--- src/rtl/srl_cfg_pkg.sv ---
// Shared constants and FSM state type for the SRL16E configuration loader.
package srl_cfg_pkg;
  localparam int SRL_DEPTH  = 16;
  localparam int SRL_ADDR_W = 4;

  typedef enum logic [1:0] {
    ST_IDLE   = 2'd0,
    ST_SHIFT  = 2'd1,
    ST_VERIFY = 2'd2,
    ST_RESP   = 2'd3
  } state_e;
endpackage

--- src/rtl/srl_cfg_loader.sv ---
// Shifts a 16-bit truth table MSB-first into one SRL16E of a bank, then
// optionally reads all 16 addresses back through Q to confirm the load.
module srl_cfg_loader
  import srl_cfg_pkg::*;
#(
  parameter int  NUM_LUTS  = 4,
  parameter bit  VERIFY_EN = 1'b1,
  localparam int IDX_W     = (NUM_LUTS > 1) ? $clog2(NUM_LUTS) : 1
) (
  input  logic                  CLK,
  input  logic                  RST_N,
  input  logic                  cfg_valid,
  output logic                  cfg_ready,
  input  logic [IDX_W-1:0]      cfg_idx,
  input  logic [SRL_DEPTH-1:0]  cfg_word,
  output logic                  srl_d,
  output logic [NUM_LUTS-1:0]   srl_ce,
  output logic [SRL_ADDR_W-1:0] srl_addr,
  output logic                  srl_addr_sel,
  input  logic [NUM_LUTS-1:0]   srl_q,
  output logic                  done,
  output logic                  done_err,
  output logic                  busy
);

  state_e                  state_q, state_d;
  logic [SRL_ADDR_W-1:0]   cnt_q, cnt_d;
  logic [IDX_W-1:0]        idx_q, idx_d;
  logic [SRL_DEPTH-1:0]    word_q, word_d;
  logic                    err_q, err_d;
  logic                    mis_q, mis_d;

  always_comb begin
    state_d = state_q;
    cnt_d   = cnt_q;
    idx_d   = idx_q;
    word_d  = word_q;
    err_d   = err_q;
    mis_d   = mis_q;
    case (state_q)
      ST_IDLE: begin
        if (cfg_valid) begin
          idx_d   = cfg_idx;
          word_d  = cfg_word;
          cnt_d   = '0;
          mis_d   = 1'b0;
          err_d   = (32'(cfg_idx) >= NUM_LUTS);
          state_d = err_d ? ST_RESP : ST_SHIFT;
        end
      end
      ST_SHIFT: begin
        cnt_d = cnt_q + 4'd1;
        if (cnt_q == 4'd15) state_d = VERIFY_EN ? ST_VERIFY : ST_RESP;
      end
      ST_VERIFY: begin
        cnt_d = cnt_q + 4'd1;
        mis_d = mis_q | (srl_q[idx_q] != word_q[cnt_q]);
        if (cnt_q == 4'd15) state_d = ST_RESP;
      end
      ST_RESP:  state_d = ST_IDLE;
      default:  state_d = ST_IDLE;
    endcase
  end

  always_ff @(posedge CLK or negedge RST_N) begin
    if (!RST_N) begin
      state_q <= ST_IDLE;
      cnt_q   <= '0;
      idx_q   <= '0;
      word_q  <= '0;
      err_q   <= 1'b0;
      mis_q   <= 1'b0;
    end else begin
      state_q <= state_d;
      cnt_q   <= cnt_d;
      idx_q   <= idx_d;
      word_q  <= word_d;
      err_q   <= err_d;
      mis_q   <= mis_d;
    end
  end

  // Outputs decode straight from state so an async reset clears them at once.
  always_comb begin
    srl_ce       = '0;
    srl_d        = 1'b0;
    srl_addr     = '0;
    srl_addr_sel = 1'b0;
    done         = 1'b0;
    done_err     = 1'b0;
    case (state_q)
      ST_SHIFT: begin
        srl_ce[idx_q] = 1'b1;
        srl_d         = word_q[~cnt_q]; // ~cnt == 15 - cnt: MSB enters first
      end
      ST_VERIFY: begin
        srl_addr_sel = 1'b1;
        srl_addr     = cnt_q;
      end
      ST_RESP: begin
        done     = 1'b1;
        done_err = err_q | mis_q;
      end
      default: ;
    endcase
  end

  assign cfg_ready = (state_q == ST_IDLE);
  assign busy      = (state_q != ST_IDLE);

endmodule
--- config.mk ---
export PLATFORM = sky130hd
export DESIGN_NAME = srl_cfg_loader
export DESIGN_NICKNAME = d
export VERILOG_FILES = /design/src/rtl/srl_cfg_pkg.sv /design/src/rtl/srl_cfg_loader.sv
export SDC_FILE = /design/constraint.sdc
export NUM_CORES = 1
export LEC_CHECK = 0
export BUFFER_PORTS_ARGS = -buffer_cell sky130_fd_sc_hd__buf_2
export CAP_MARGIN = 20
export CORE_MARGIN = 2
export CORE_UTILIZATION = 40
export DETAILED_ROUTE_END_ITERATION = 10
export GPL_TIMING_DRIVEN = 1
export PLACE_DENSITY = 0.6
export SLEW_MARGIN = 10
export SYNTH_ARGS = -nofsm -noshare
export SYNTH_HDL_FRONTEND = slang
export SYNTH_SLANG_ARGS = --single-unit
--- constraint.sdc ---
create_clock -name CLK -period 3.99 [get_ports CLK]
set_input_delay 0.1995 -clock CLK [delete_from_list [all_inputs] [get_ports CLK]]
set_output_delay 0.1995 -clock CLK [all_outputs]
set_load 0.02 [all_outputs]
==> results.cfg <==
[timing]
slew_violations = 0
whs_ps = 103
grt_setup_unrepaired = false
worstMarginPinSlew_ps = 746
setup_viol = 0
slew-limit-headroom = 0.502
finalClockSkew_ps = 6.51
period_needed_ps = 2420
fmax_mhz = 414
hold_viol = 0
tns_ps = 0
finalCritPeriodShare = 0.606

[finish]
final.fill_count = 322
diodes = 0
num-nets-final = 187
final_util = 0.504
area_growth_pct = 17.5
drive_gt1_frac = 0.419
stdcell_count = 201

[worst_setup_path]
cp.required_ps = 3790
r2r_slack_ps = 2050
crit_chain = mux4_1 -> nor2b_1 -> a211oi_1 -> a311oi_1 -> buf_2
arrival_ps = 2220
cp_max_fo = 13
cp-endpoint = srl_d
startpoint = cnt_q[0]
crit_type = flop to output pin
rr_worst_depth = 5
r2r-end = mis_q
cp_slowest_cell = dfrtp_1
r2r_start = cnt_q[0]
cpPeakStageDelay_ps = 670
endpoint_kind = output pin
startpoint_type = flop

[detailed_routing]
drt-initial-drc-count = 28
drc = 0
vias = 1048
ant_nets = 0
first_pass_iters = 4
drt-total-wl_um = 2740
wl_per_cell_um = 13.6
routed_via_density = 5.21

[yosys]
synthArstFlopShare = 1.00
yosys.area.top_type = dfrtp_1
syn_area_um2 = 1470
synth_area_leaders = dfrtp_1 (43%), mux2_2 (15%), mux4_1 (11%)
synthCells = 117
ys_seq_elements = 25
synthFlopType = dfrtp_1
synth_common_cells = dfrtp_1 (25), mux2_2 (19), nand2_1 (8)
synth_top_area_frac = 0.427
synth_edf_count = 0
yosysUniqueCellTypes = 30
syn_nets = 148
syn_area_per_cell_um2 = 12.5
ys_seq_area_frac = 0.427
yosys_warnings = 0
yosysMostFrequentCell = dfrtp_1

[place]
placement.io_buffers = 38
dp_cells = 196
gp_congestion = 0.706
dp_hpwl_um = 2150

[floorplan]
design.core.area_um2 = 3420
dieArea_um2 = 4170
die_h_um = 64.5
initial_core_util = 0.429
num_rows = 21
die_width_um = 64.5
io_pins = 39

[clock_network]
cts_htree_levels = 1
cts_max_path_buffers = 2
cts.sinks = 25
root_buffer = clkbuf_4
path_clk_slew_ps = 130
cts_tree = built
clock_latency_ps = 310
cts_buffers = 3

[min_path]
worstHoldPathType = input port to flop

[grt]
grt_max_degree = 26
antenna_found_initial = 0
grt_usage = 0.144
first_global_vias = 1014
overflow = 0
grt_pass1_wl_um = 4640

[power_and_ir_drop]
p_total_mw = 1.33
p_per_area_nw_per_um2 = 771
ir_drop_mv = 0.278
leakagePower_nw = 0.816

[job]
drv.max_cap_violation_count = 0

[outcome]
status = finished clean
[layout make-up]
class,count,area [um^2],area share
clock buffers,3,22.5,0.0131
clock inverters,1,5.00,0.00290
inverters,5,18.8,0.0109
multi-input cells,82,793,0.460
flip-flops and latches,25,626,0.363
well taps,46,57.6,0.0334
repair buffers,39,200,0.116
[registers in the layout, indices dropped and copies added, names as in the netlist]
name / cells
idx_q: 2
cnt_q: 4
word_q: 16
state_q: 2
mis_q: 1
[logic make-up (layout without fill, tap and decap cells)]
family | count (synthesis) | count (layout) | synth area share
flip-flops | 25 | 25 | 0.427
XOR/XNOR | 1 | 1 | 0.00597
adder cells (fa/ha/maj) | 6 | 6 | 0.0512
AND/OR/NAND/NOR | 33 | 33 | 0.122
AO/OA/AOI/OAI | 14 | 14 | 0.0623
multiplexers | 28 | 28 | 0.299
buffers and inverters | 10 | 48 | 0.0324
[power by group]
group	internal, mW	switching (mW)	leakage, nW	total [mW]
sequential	0.379	0.144	0.301	0.523
combinational	0.387	0.309	0.497	0.695
clock	0.0375	0.0721	0.0177	0.110
total	0.803	0.525	0.816	1.33
[worst max-delay path: cells and delay by family (launching register included)]
family	cells	cell delay [ps]
flip-flops	1	670
multiplexers	1	600
AO/OA/AOI/OAI	2	300
buffers and inverters	1	190
AND/OR/NAND/NOR	1	150
[what timing repair did]
action                                 CTS  global route
endpoints found under the hold margin   25             0
setup endpoints to repair                0             0
hold buffers                             1             0
buffers inserted                         0             0
resized for setup                        0             0
[per-layer routing]
layer,up-vias,track usage,wire [um]
li1,509,-,-
met5,-,0,0
met1,504,0.178,1190
met2,33,0.253,1340
met4,0,0.0399,25
met3,2,0.0313,182
[metrics by stage]
| stage | area (um^2) | worst slack (ps) |
|---|---|---|
| after global routing | 1720 | 1420 |
| after detailed placement | 1690 | 1910 |
| after CTS | 1720 | 1550 |
| after global placement | 1690 | 1940 |
| after floorplan | 1470 | 2140 |
| final | 1720 | 1570 |
[cell usage in the layout, fill, tap and decap left out, types with 2 or more instances in the layout]
cell type and instances:
o21ai_0 6, nand3_1 3, mux2_2 19, nor2_1 5, and2_1 5, a21oi_1 2
nor3_1 2, dfrtp_1 25, clkbuf_4 3, mux4_2 3, and3_1 2, inv_1 5
nand3b_1 3, buf_2 38, mux4_1 6, ha_1 6, nand2_1 8
[worst min-delay path by stage]
stage          slack, ps    endpoint          from  depth (start not counted)
6_report             100  word_q[11]  cfg_word[11]                          2
2_1_floorplan       -100    cnt_q[0]         RST_N                          0
5_1_grt               80  word_q[13]  cfg_word[13]                          2
4_1_cts               90   word_q[9]   cfg_word[9]                          2
3_3_place_gp         220  state_q[0]         RST_N                          1
3_5_place_dp         220  state_q[0]         RST_N                          1
Power figures use the tool's default switching activity.
